File: src/rtl/counter.sv
// Prescaled modulo-(MAX_COUNT+1) counter with wrap pulse and hex seven-segment decode.
// Optional macro COUNTER_SEG_REG_EN registers the segment output (one cycle behind count).
module counter #(
    parameter int MAX_COUNT = 15,
    parameter int DIV       = 1
) (
    input  logic       clk,
    input  logic       rst,
    output logic [3:0] count,
    output logic       wrap,
    output logic [6:0] seg
);

    localparam logic [3:0]  MAX_Q  = 4'(MAX_COUNT);
    localparam logic [15:0] DIV_M1 = 16'(DIV - 1);
    localparam logic [6:0]  SEG_0  = 7'b0111111;

    logic [15:0] presc;
    logic        tick;
    logic [6:0]  seg_next;

    assign tick = (presc == DIV_M1);

    always_ff @(posedge clk or negedge rst) begin
        if (!rst) begin
            presc <= '0;
        end else if (tick) begin
            presc <= '0;
        end else begin
            presc <= presc + 16'd1;
        end
    end

    // Any value at or above MAX_COUNT (including illegal ones) returns to 0 on the tick.
    always_ff @(posedge clk or negedge rst) begin
        if (!rst) begin
            count <= '0;
            wrap  <= 1'b0;
        end else begin
            wrap <= tick && (count == MAX_Q);
            if (tick) begin
                count <= (count < MAX_Q) ? count + 4'd1 : 4'd0;
            end
        end
    end

    // Segment order is {g,f,e,d,c,b,a}, active high.
    always_comb begin
        seg_next = SEG_0;
        case (count)
            4'h0: seg_next = 7'b0111111;
            4'h1: seg_next = 7'b0000110;
            4'h2: seg_next = 7'b1011011;
            4'h3: seg_next = 7'b1001111;
            4'h4: seg_next = 7'b1100110;
            4'h5: seg_next = 7'b1101101;
            4'h6: seg_next = 7'b1111101;
            4'h7: seg_next = 7'b0000111;
            4'h8: seg_next = 7'b1111111;
            4'h9: seg_next = 7'b1101111;
            4'hA: seg_next = 7'b1110111;
            4'hB: seg_next = 7'b1111100;
            4'hC: seg_next = 7'b0111001;
            4'hD: seg_next = 7'b1011110;
            4'hE: seg_next = 7'b1111001;
            4'hF: seg_next = 7'b1110001;
            default: seg_next = SEG_0;
        endcase
    end

`ifdef COUNTER_SEG_REG_EN
    always_ff @(posedge clk or negedge rst) begin
        if (!rst) begin
            seg <= SEG_0;
        end else begin
            seg <= seg_next;
        end
    end
`else
    assign seg = seg_next;
`endif

endmodule

File: config.mk
export PLATFORM = sky130hd
export DESIGN_NAME = counter
export DESIGN_NICKNAME = d
export VERILOG_FILES = /design/src/rtl/counter.sv
export SDC_FILE = /design/constraint.sdc
export NUM_CORES = 1
export LEC_CHECK = 0
export CELL_PAD_IN_SITES_DETAIL_PLACEMENT = 0
export CELL_PAD_IN_SITES_GLOBAL_PLACEMENT = 1
export CORE_ASPECT_RATIO = 0.9
export CORE_MARGIN = 5
export CORE_UTILIZATION = 42
export CTS_CLUSTER_DIAMETER = 150
export DETAILED_ROUTE_END_ITERATION = 8
export PLACE_DENSITY_LB_ADDON = 0.1
export SLEW_MARGIN = 20
export SYNTH_ARGS = -nofsm -noshare
export SYNTH_HDL_FRONTEND = slang
export SYNTH_SLANG_ARGS = --single-unit
File: constraint.sdc
create_clock -name clk -period 2.15 [get_ports clk]
set_input_delay 0.43 -clock clk [delete_from_list [all_inputs] [get_ports clk]]
set_output_delay 0.43 -clock clk [all_outputs]
set_load 0.01 [all_outputs]
=== Yosys cells after proc, flatten, opt, wreduce, memory -nomap -nowiden ===
Memories as Yosys holds them, arrays and structs flattened.
Cells that the tools add are included.

* Word-level logic and storage cells: 12
* Bits in registers: 21
* Output and inout port bits: 12
* ROM bits: 112
* Memories kept: 1
* Input bits: 2

{| class="wikitable"
|+ Memory list
! memory !! depth !! bits a word !! read ports !! clocked after Yosys merged registers in !! write ports !! line !! source
|-
| (name not given) || 16 || 7 || 1 || 0 || 0 || 50 || <nowiki>case (count)</nowiki>
|}

* Equality and inequality tests: 1
* Muxes and demuxes: 2
* $lt $le $gt $ge: 1
* $add $sub $neg: 2
* Reduce and logical (&&, ||, !) cells: 2

{| class="wikitable"
|+ Operators with widths
! cell !! count
|-
| adder 16 x 1 -> 16 bit, second input constant || 1
|-
| zero test 16 bit || 1
|-
| two-way mux 16 bit || 1
|-
| adder 4 x 1 -> 4 bit, second input constant || 1
|-
| == test 4 bit, second input constant || 1
|-
| less-than comparator 4 bit, second input constant || 1
|-
| two-way mux 4 bit || 1
|-
| logical AND 1 bit || 1
|}

=== Logic depth before layout (Yosys ltp) ===
* Depth after elaboration: 2
* Depth in mapped cells: 7
* Mapped depth without buffers: 6

=== Worst setup path after synthesis ===
OpenSTA, ideal clock, no wires.

* Path type: register to output
* Start point: register count[0]
* End point: output port seg[3]
* Required time: 1.720 ns
* Setup slack: 0.215 ns
* Path buffers: 0
* Cell stages (with the launch flop): 6
* Arrival: 1.505 ns
* Cells stage by stage: dfrtp_1 inv_1 ha_1 inv_1 mux4_2 inv_1

* Word-level cells in the longest chain between the ends: 1

{| class="wikitable"
|+ Ends and longest elaborated chain
! element !! line !! source
|-
| start, declared || 9 || <nowiki>output logic [3:0] count,</nowiki>
|-
| start signal, assigned || 42 || <nowiki>count <= (count < MAX_Q) ? count + 4'd1 : 4'd0;</nowiki>
|-
| memory read (16 x 7 bit) || - ||
|-
| end, declared || 11 || <nowiki>output logic [6:0] seg</nowiki>
|}

Every way passes these cells.

=== Worst setup path after layout ===
* Start point: register count[1]
* End point: output port seg[3]

Same word-level chain as after synthesis.

==> flow_summary.json <==
{
  "outcome": "completed",
  "worstPathCellList": "inv_2 > ha_4 > inv_2 > mux4_2 > inv_2 > buf_6",
  "cts_tree": "built",
  "reg2reg_depth": 6,
  "synthCells": 127,
  "use_met1_pct": 19.52,
  "die_x_um": 67.30,
  "dieArea_sq_um": 4144,
  "die_height_um": 61.57,
  "grt_pass1_vias": 943,
  "cp_top_family": "multiplexers",
  "global_route.usage.met3_pct": 4.380,
  "ys_seq_area_share_pct": 42.34,
  "crit_required_ns": 1.72,
  "finalHoldViolations": 0,
  "cts_buffers": 3,
  "clock-sinks": 21,
  "clock-root-buffer": "clkbuf_4",
  "maxCapViolCount": 0,
  "wl_per_cell_um": 12.82,
  "vias_per_cell": 4.959,
  "num_rows": 18,
  "irDropWorstVdd_mv": 0.2677,
  "worst_path_most_repeated_cell": "inv_2",
  "drive_above_1_share_pct": 27.10,
  "rsz0062_at_grt": "true",
  "grt_use_met2_pct": 20.87,
  "drc": 0,
  "yosysWarnings": 0,
  "crit_arrival_ns": 1.69,
  "rrSetupSlack_ns": 0.34,
  "gp_congestion": 0.8044,
  "fmax_ghz": 0.4722,
  "r2r-start": "presc[0]$_DFF_PN0_",
  "fin_nets": 168,
  "skew_ns": 0.001472,
  "synth-seq-cells": 21,
  "clockBufferDepth": 2,
  "cp_num_buf_inv": 4,
  "synth_nets": 139,
  "dp_hpwl_um": 1858,
  "first_iter_violations": 73,
  "clk_latency_ns": 0.30,
  "grt_pass1_wl_um": 4284,
  "dp.cells": 188,
  "finalCritPeriodShare_pct": 98.50,
  "htree_num_levels": 1,
  "final_util_pct": 55.33,
  "holdBufCountCts": 0,
  "grt_overflow": 0,
  "crit_fanout": 3,
  "final_cells": 195,
  "endpoint_kind": "output pin",
  "worst_slew_pin_slew_ns": 0.3953,
  "worstReg2RegEnd": "count[3]$_DFFE_PN0N_",
  "clk_pin_slew_ns": 0.11,
  "finalCriticalPeriod_ns": 2.118,
  "critical-path-slowest-cell": "mux4_2",
  "area_growth_pct": 24.50,
  "start_util_pct": 44.44,
  "hold_class": "in2async",
  "antenna_found_initial": 0,
  "grt_max_degree": 22,
  "dr_total_vias": 967,
  "drt_first_pass_iters": 4,
  "ys_types": 31,
  "n_antenna_cell": 0,
  "relSlewSlack_pct": 73.65,
  "ant_nets": 0,
  "power.density_nw_per_um2": 384.7,
  "avgSynthCellArea_sq_um": 9.773,
  "crit_type": "reg2out",
  "worstSetupStartpointType": "register",
  "grt_use_total_pct": 13.78,
  "power_w": 0.0005944,
  "portBuffers": 13,
  "wl_um": 2499,
  "leakagePower_nw": 0.7521,
  "io_pins": 14,
  "finalSetupViolations": 0,
  "synth_area_sq_um": 1241,
  "slowest_delay_ns": 0.46,
  "drv_slew": 0,
  "top_usage_layer": "met2",
  "core_area_sq_um": 2793
}
## cells in the final DEF (no fill, tap or decap), types with 2 or more instances in the layout
master and count:
dfrtp_1 20, buf_4 15, nand3_1 11, nand2_1 9, xnor2_1 8, nor2_1 7, o21ai_0 6, ha_1 6
clkdlybuf4s50_1 6, inv_1 4, inv_2 4, nor3_1 4, a21oi_1 4, xor2_1 4, buf_2 4, nor2b_1 3
nor4_1 3, and4_1 3, ha_2 3, clkbuf_4 3, buf_6 3, o21ai_1 2, nand2b_1 2, or4_1 2
mux2_2 2
## layout make-up
class	count	area (sq um)
inverter	8	30.03
sequential	21	526.8
fill	280	1247
tap	40	50.05
clock buffer	4	26.28
multi-input combinational	92	670.6
timing repair buffer	30	241.5
## kinds of logic after synthesis
kind of cell    Yosys count  share of synthesized area, %
simple gates             51                         22.58
mux                       3                         3.629
compound gates           16                         7.461
fa+ha+maj                10                         10.08
buf+inv                  14                         5.443
flops                    21                         42.34
xor+xnor                 12                         8.468
## worst reg2reg max path, stage by stage, from the launching register on
cell	delay [ns]
dfrtp_1	0.43
inv_1	0.07
ha_1	0.14
nor4b_1	0.20
and4_1	0.47
nand3_1	0.12
mux2_2	0.27
## worst max-delay path by stage
stage,from,endpoint,slack [ns],cells past startpoint
detailed placement,count[1]$_DFFE_PN0N_,seg[3],-0.1,6
global placement,count[0]$_DFFE_PN0N_,seg[3],-0.05,6
CTS,count[0]$_DFFE_PN0N_,seg[3],-0.13,5
global route,count[1]$_DFFE_PN0N_,seg[3],-0.05,6
finish,count[1]$_DFFE_PN0N_,seg[3],0.03,6
floorplan,count[0]$_DFFE_PN0N_,seg[3],0.22,5
## report_power, final
part	internal (W)	switching, W
clock	0.0000723	0.000117
sequential	0.000395	0
combinational	0.00000279	0.00000749
total	0.000470	0.000125
## through the flow
step | hold slack [ns] | setup TNS (ns) | instance area (sq um) | worst slack (ns)
2_1_floorplan | 0.1344 | 0 | 1241 | 0.2154
3_3_place_gp | 0.4660 | -0.04728 | 1489 | -0.04728
3_5_place_dp | 0.4662 | -0.1542 | 1489 | -0.09594
4_1_cts | 0.4668 | -0.1311 | 1503 | -0.1311
5_1_grt | 0.4845 | -0.09479 | 1545 | -0.05287
6_report | 0.4622 | 0 | 1545 | 0.03216
## synthesized netlist by cell type (all sizes together)
cell | count | area share (%)
nor2b | 3 | 1.5
mux2 | 2 | 1.8
nand4 | 2 | 1.5
o21ai | 8 | 3.2
mux4 | 1 | 1.8
or2 | 1 | 0.71
nor4b | 1 | 0.71
nand2b | 2 | 1.0
a22oi | 1 | 0.61
nand2 | 10 | 3.0
nor2 | 7 | 2.1
and3 | 2 | 1.1
ha | 10 | 10
nor4 | 3 | 1.5
or4 | 2 | 1.2
nand3 | 11 | 4.4
clkbuf | 3 | 0.91
buf | 3 | 2.1
o21a | 1 | 0.61
and4 | 3 | 2.1
dfrtp | 21 | 42
o32a | 1 | 0.81
xnor2 | 8 | 5.6
a21o | 1 | 0.61
inv | 8 | 2.4
nor3 | 4 | 1.6
xor2 | 4 | 2.8
a21oi | 4 | 1.6
## layer usage
layer  routed length (um)  part of all wire (%)
met1                 1271                    51
met2                 1100                    44
met3                  115                   4.6
met4                   11                  0.44
met5                    0                     0
## registers in the layout (all words and copies together) (netlist names)
name / count
wrap: 1
count: 4
presc: 16
## repair_timing
| item | in CTS | in global routing |
|---|---|---|
| endpoints found under the hold margin | 0 | 0 |
| gates resized for setup | 24 | 16 |
| setup buffers | 1 | 2 |
| pin swaps | 0 | 3 |
| setup endpoints to repair | 7 | 8 |
Note: power is estimated with default switching activity, not from simulation.
